**src/rtl/hazard_backbus_ctrl.sv**
```systemverilog
// Hazard and forwarding back-bus controller.
// Owns the EX/MEM and MEM/WB registers, load-use and memory-wait stalls, and flush control.
module hazard_backbus_ctrl (
   input  logic        clk,
   input  logic        rst_n,
   input  logic        ex_valid,
   input  logic        ex_regWrite,
   input  logic        ex_memToReg,
   input  logic        ex_memReq,
   input  logic [4:0]  ex_rd,
   input  logic [31:0] ex_result,
   input  logic [4:0]  id_rs,
   input  logic [4:0]  id_rt,
   input  logic        id_use_rs,
   input  logic        id_use_rt,
   input  logic        dmem_ready,
   input  logic [31:0] dmem_rdata,
   input  logic        branch_flush,
   output logic [37:0] MEM_BACK,
   output logic [37:0] WB_BACK,
   output logic        USE_MEM_BACK,
   output logic        USE_WB_BACK,
   output logic        stall_if_id,
   output logic        bubble_id_ex,
   output logic        flush_if_id,
   output logic        stall_ex_mem,
   output logic [7:0]  wait_cycles
);

   typedef enum logic {
      RUN,
      MWAIT
   } state_t;

   state_t state;
   state_t state_nx;

   logic        m_valid;
   logic        m_regWrite;
   logic        m_memToReg;
   logic        m_memReq;
   logic [4:0]  m_rd;
   logic [31:0] m_result;

   logic        w_valid;
   logic        w_regWrite;
   logic [4:0]  w_rd;
   logic [31:0] w_data;

   logic        pending_flush;
   logic        mem_stall;
   logic        load_use;
   logic        rs_hit;
   logic        rt_hit;
   logic        flush_go;
   logic [31:0] mem_wdata;

   // FSM state register; reset aborts any wait in progress
   always_ff @(posedge clk or negedge rst_n) begin
      if (!rst_n) begin
         state <= RUN;
      end else begin
         state <= state_nx;
      end
   end

   // Next state and memory-wait stall; the stall is raised in the
   // same cycle the access is first seen not ready
   always_comb begin
      state_nx  = state;
      mem_stall = 1'b0;
      unique case (state)
         RUN: begin
            if (m_valid && m_memReq && !dmem_ready) begin
               state_nx  = MWAIT;
               mem_stall = 1'b1;
            end
         end
         MWAIT: begin
            if (dmem_ready) begin
               state_nx = RUN;
            end else begin
               mem_stall = 1'b1;
            end
         end
      endcase
   end

   // Load-use detection against the load currently in EX; r0 never hazards
   always_comb begin
      rs_hit   = id_use_rs && (id_rs == ex_rd);
      rt_hit   = id_use_rt && (id_rt == ex_rd);
      load_use = ex_valid && ex_memToReg &&
                 (ex_rd != 5'd0) && (rs_hit || rt_hit);
   end

   // Pipeline control outputs, forced low while reset is held
   always_comb begin
      flush_go     = !mem_stall && (branch_flush || pending_flush);
      stall_ex_mem = rst_n && mem_stall;
      stall_if_id  = rst_n && (mem_stall || load_use);
      flush_if_id  = rst_n && flush_go;
      bubble_id_ex = rst_n &&
                     (flush_go || (load_use && !mem_stall));
   end

   // A flush seen during a memory stall is remembered until the
   // first unstalled cycle, where it is consumed
   always_ff @(posedge clk or negedge rst_n) begin
      if (!rst_n) begin
         pending_flush <= 1'b0;
      end else if (mem_stall) begin
         pending_flush <= pending_flush || branch_flush;
      end else begin
         pending_flush <= 1'b0;
      end
   end

   // EX/MEM register: frozen while the memory access is outstanding
   always_ff @(posedge clk or negedge rst_n) begin
      if (!rst_n) begin
         m_valid    <= 1'b0;
         m_regWrite <= 1'b0;
         m_memToReg <= 1'b0;
         m_memReq   <= 1'b0;
         m_rd       <= 5'd0;
         m_result   <= 32'd0;
      end else if (!mem_stall) begin
         m_valid    <= ex_valid;
         m_regWrite <= ex_regWrite;
         m_memToReg <= ex_memToReg;
         m_memReq   <= ex_memReq;
         m_rd       <= ex_rd;
         m_result   <= ex_result;
      end
   end

   // Writeback data selects load data for loads, else the ALU result
   always_comb begin
      mem_wdata = m_memToReg ? dmem_rdata : m_result;
   end

   // MEM/WB register: takes a bubble on every waiting cycle
   always_ff @(posedge clk or negedge rst_n) begin
      if (!rst_n) begin
         w_valid    <= 1'b0;
         w_regWrite <= 1'b0;
         w_rd       <= 5'd0;
         w_data     <= 32'd0;
      end else if (mem_stall) begin
         w_valid    <= 1'b0;
      end else begin
         w_valid    <= m_valid;
         w_regWrite <= m_regWrite;
         w_rd       <= m_rd;
         w_data     <= mem_wdata;
      end
   end

   // Saturating count of memory-wait cycles
   always_ff @(posedge clk or negedge rst_n) begin
      if (!rst_n) begin
         wait_cycles <= 8'd0;
      end else if (mem_stall && (wait_cycles != 8'hFF)) begin
         wait_cycles <= wait_cycles + 8'd1;
      end
   end

   // Forwarding back-bus; MEM never forwards load data
   always_comb begin
      MEM_BACK     = {m_valid && m_regWrite, m_result, m_rd};
      WB_BACK      = {w_valid && w_regWrite, w_data, w_rd};
      USE_MEM_BACK = m_valid && !m_memToReg;
      USE_WB_BACK  = w_valid;
   end

endmodule

```
**config.mk**
```make
export PLATFORM = sky130hd
export DESIGN_NAME = hazard_backbus_ctrl
export DESIGN_NICKNAME = d
export VERILOG_FILES = /design/src/rtl/hazard_backbus_ctrl.sv
export SDC_FILE = /design/constraint.sdc
export NUM_CORES = 1
export LEC_CHECK = 0
export CAP_MARGIN = 25
export CORE_MARGIN = 1.5
export CORE_UTILIZATION = 43
export CTS_BUF_LIST = sky130_fd_sc_hd__clkbuf_2
export DETAILED_ROUTE_END_ITERATION = 6
export PLACE_DENSITY = 0.87
export SLEW_MARGIN = 20
export SYNTH_ARGS = -nofsm -noshare
export SYNTH_HDL_FRONTEND = slang
export SYNTH_SLANG_ARGS = --single-unit
```
**constraint.sdc**
```tcl
create_clock -name clk -period 1.85 [get_ports clk]
set_input_delay 0.185 -clock clk [delete_from_list [all_inputs] [get_ports clk]]
set_output_delay 0.185 -clock clk [all_outputs]
set_load 0.005 [all_outputs]
```
==> insert_results.sql <==
INSERT INTO impl_metrics (metric_group, metric, value, unit) VALUES
('setup_path', 'rr_endpoint', 'm_result[16]', ''),
('routing', 'firstDrtPassIters', '4', ''),
('setup_path', 'worst-path-max-fanout', '3', ''),
('synthesis', 'mappedNetlistNets', '391', ''),
('routing', 'drt-initial-drc-count', '93', ''),
('run', 'maxCapViolations', '0', ''),
('setup_path', 'cp.buffers_inverters', '3', ''),
('routing', 'routed_wl', '9670', 'µm'),
('routing', 'vias_per_cell', '4.98', ''),
('floorplan', 'die_width', '99.1', 'µm'),
('synthesis', 'dominantRegCellSynth', 'dfrtp_1', ''),
('sta', 'worst_pin_slew', '0.577', 'ns'),
('status', 'run_status', 'finished with violations', ''),
('sta', 'setup_repair_after_global_routing_missed_its_margin', 'true', ''),
('layout', 'final_nets', '586', ''),
('synthesis', 'synth.top_cells.by_count', 'dfrtp_1 (90), mux2_2 (43), nand2_1 (34)', ''),
('clock_tree', 'clk-insertion-delay-late', '0.51', 'ns'),
('grt', 'grt_max_degree', '62', ''),
('layout', 'multi_input_area', '1600', 'µm²'),
('synthesis', 'syn_inst', '301', ''),
('grt', 'grt_use_met1', '22.6', '%'),
('routing', 'routed_wire_length_per_instance', '15.9', 'µm'),
('sta', 'timing.final.ws_setup', '-0.0452', 'ns'),
('clock_tree', 'tritoncts', 'done', ''),
('setup_path', 'worstSetupStartpointType', 'primary input', ''),
('setup_path', 'worst_path_max_delay_cell', 'clkdlybuf4s50_1', ''),
('sta', 'clock_skew', '0.0438', 'ns'),
('placement', 'place_congestion', '0.881', ''),
('floorplan', 'start_util', '44.9', '%'),
('synthesis', 'post_synth_instance_area', '3970', 'µm²'),
('worst_hold_path', 'holdPathStages', '3', ''),
('floorplan', 'design.portCount', '179', ''),
('routing', 'vias', '3028', ''),
('synthesis', 'area_leader_netlist', 'dfrtp_1', ''),
('setup_path', 'crit_family', 'buffers and inverters', ''),
('grt', 'globalRouteTotalUtil', '19.9', '%'),
('synthesis', 'yosysMostFrequentCell', 'dfrtp_1', ''),
('setup_path', 'regToRegSetupSlack', '0.14', 'ns'),
('power', 'cellLeakagePower', '2.59', 'nW'),
('sta', 'final-setup-viol-count', '1', ''),
('setup_path', 'cp_cell_sequence', 'clkdlybuf4s50_1, buf_4, xor2_1, nor4_1, a32oi_2, o31ai_2, buf_2', ''),
('placement', 'place.detailed.hpwl', '7230', 'µm'),
('synthesis', 'postSynth.asyncResetShare', '100', '%'),
('synthesis', 'synth_warnings', '0', ''),
('sta', 'finalWorstPathRequiredPeriod', '1.90', 'ns'),
('grt', 'first_global_vias', '3209', ''),
('setup_path', 'worst-endpoint-arrival', '1.71', 'ns'),
('status', 'violations', 'negative setup slack', ''),
('floorplan', 'placement_rows', '34', ''),
('synthesis', 'synth_seq_cells', '90', ''),
('layout', 'fin_util', '68.5', '%'),
('clock_tree', 'clkSlewWorstSetupHoldPaths', '0.25', 'ns'),
('layout', 'layout-drive-gt1-share', '20.8', '%'),
('layout', 'fillers', '662', ''),
('routing', 'drc', '0', ''),
('sta', 'timing.final.crit_share', '102', '%'),
('setup_path', 'end_kind', 'primary output', ''),
('layout', 'area_growth_syn_to_layout', '52.7', '%'),
('synthesis', 'synth_enable_flop_cells', '0', ''),
('layout', 'seq_area', '2260', 'µm²'),
('clock_tree', 'cts.htree.levels', '3', ''),
('worst_hold_path', 'worstHoldStart', 'ex_rd[3]', ''),
('clock_tree', 'clock_path_buffers', '2', ''),
('grt', 'congestion_overflow_gr', '0', ''),
('grt', 'met3_usage', '4.47', '%'),
('sta', 'timing.slew.headroom', '61.5', '%'),
('worst_hold_path', 'min_path_type', 'primary input to register', ''),
('floorplan', 'design.core.area', '8850', 'µm²'),
('synthesis', 'synthDominantCellAreaShare', '56.7', '%'),
('setup_path', 'criticalPathCategory', 'primary input to primary output', ''),
('grt', 'antenna_found_initial', '0', '');
## where the power goes
part	internal [mW]	leakage, nW	switching (mW)
Sequential	2.30	1.07	0.248
Clock	0.309	0.0644	0.658
Combinational	1.12	1.46	0.589
Total	3.73	2.59	1.50
## per-layer routing
layer / vias to the layer above / part of all wire [%]
li1: 1436 / -
met2: 109 / 53
met1: 1467 / 39
met3: 16 / 5.2
met5: - / 0
met4: 0 / 2.2
## tightest hold or removal path, delay by kind of cell
| kind | cells | cell delay, ns |
|---|---|---|
| mux | 1 | 0.13 |
| buf+inv | 2 | 0.34 |
## registers in the layout (all words and copies together) (netlist names), 5 cells and up
register,count
wait_cycles,8
w_rd,5
w_data,32
m_result,32
m_rd,5
## cells by family after synthesis
group	synth area share [%]
xor gates and xnor gates	3.53
DFF	56.7
muxes	22.5
adders and majority gates	0.315
and+or+nand+nor	7.35
AOI/OAI and AO/OA	5.99
buffers and inverters	3.53
## how the worst max path moves through the flow
stage	from	end	cells past startpoint
CTS	m_memReq	bubble_id_ex	5
detailed placement	ex_rd[3]	bubble_id_ex	6
global route	m_valid	bubble_id_ex	5
finish	ex_rd[2]	bubble_id_ex	7
global placement	ex_rd[3]	bubble_id_ex	6
floorplan	wait_cycles[0]	wait_cycles[1]	4
## cell usage in the layout, fill, tap and decap left out, drive strengths merged
cell type / netlist / final
nand2b: 1 / 1
xnor2: 7 / 7
a21oi: 1 / 1
dlymetal6s2s: 0 / 2
nor2b: 2 / 2
dlygate4sd2: 0 / 2
a32oi: 1 / 1
ha: 1 / 1
mux2i: 32 / 32
inv: 1 / 2
nand3: 1 / 1
o31ai: 1 / 1
o21a: 1 / 1
dfrtp: 90 / 90
nor4: 2 / 2
o21ai: 33 / 33
clkinvlp: 0 / 2
nor3: 1 / 1
bufinv: 0 / 1
and3: 4 / 4
and2: 4 / 4
buf: 14 / 25
a211oi: 1 / 1
clkdlybuf4s50: 0 / 169
and4: 1 / 1
clkinv: 0 / 2
o21bai: 1 / 1
xor2: 9 / 9
dlygate4sd3: 0 / 1
or2: 1 / 1
clkbuf: 2 / 10
nor2: 2 / 2
nand2: 34 / 34
nand4: 4 / 4
mux2: 49 / 49
## final cells by class
class | count | share of cell area (%)
multi-input cells | 194 | 26.3
repair buffers | 200 | 32.3
inverters | 1 | 0.0619
clock inverters | 6 | 1.11
flip-flops and latches | 90 | 37.2
clock buffers | 9 | 0.743
well taps | 108 | 2.23
## through the flow
step,hold slack (ns),cells,setup TNS (ns),power (mW),area [µm²]
after floorplan,-0.111,301,0,3.19,3970
after global placement,0.202,590,-0.960,4.23,5920
after detailed placement,0.206,590,-1.52,4.31,5920
after CTS,0.126,608,-0.204,5.29,6040
after global routing,0.0998,608,-0.398,5.54,6060
final,0.166,608,-0.0452,5.23,6060
## repair_timing
item	CTS	global route
buffers inserted	2	0
hold buffers	1	0
endpoints found under the setup margin	6	8
endpoints found under the hold margin	90	0
gates resized for setup	18	8
pin swaps	3	4
(Power assumes the default switching activity.)
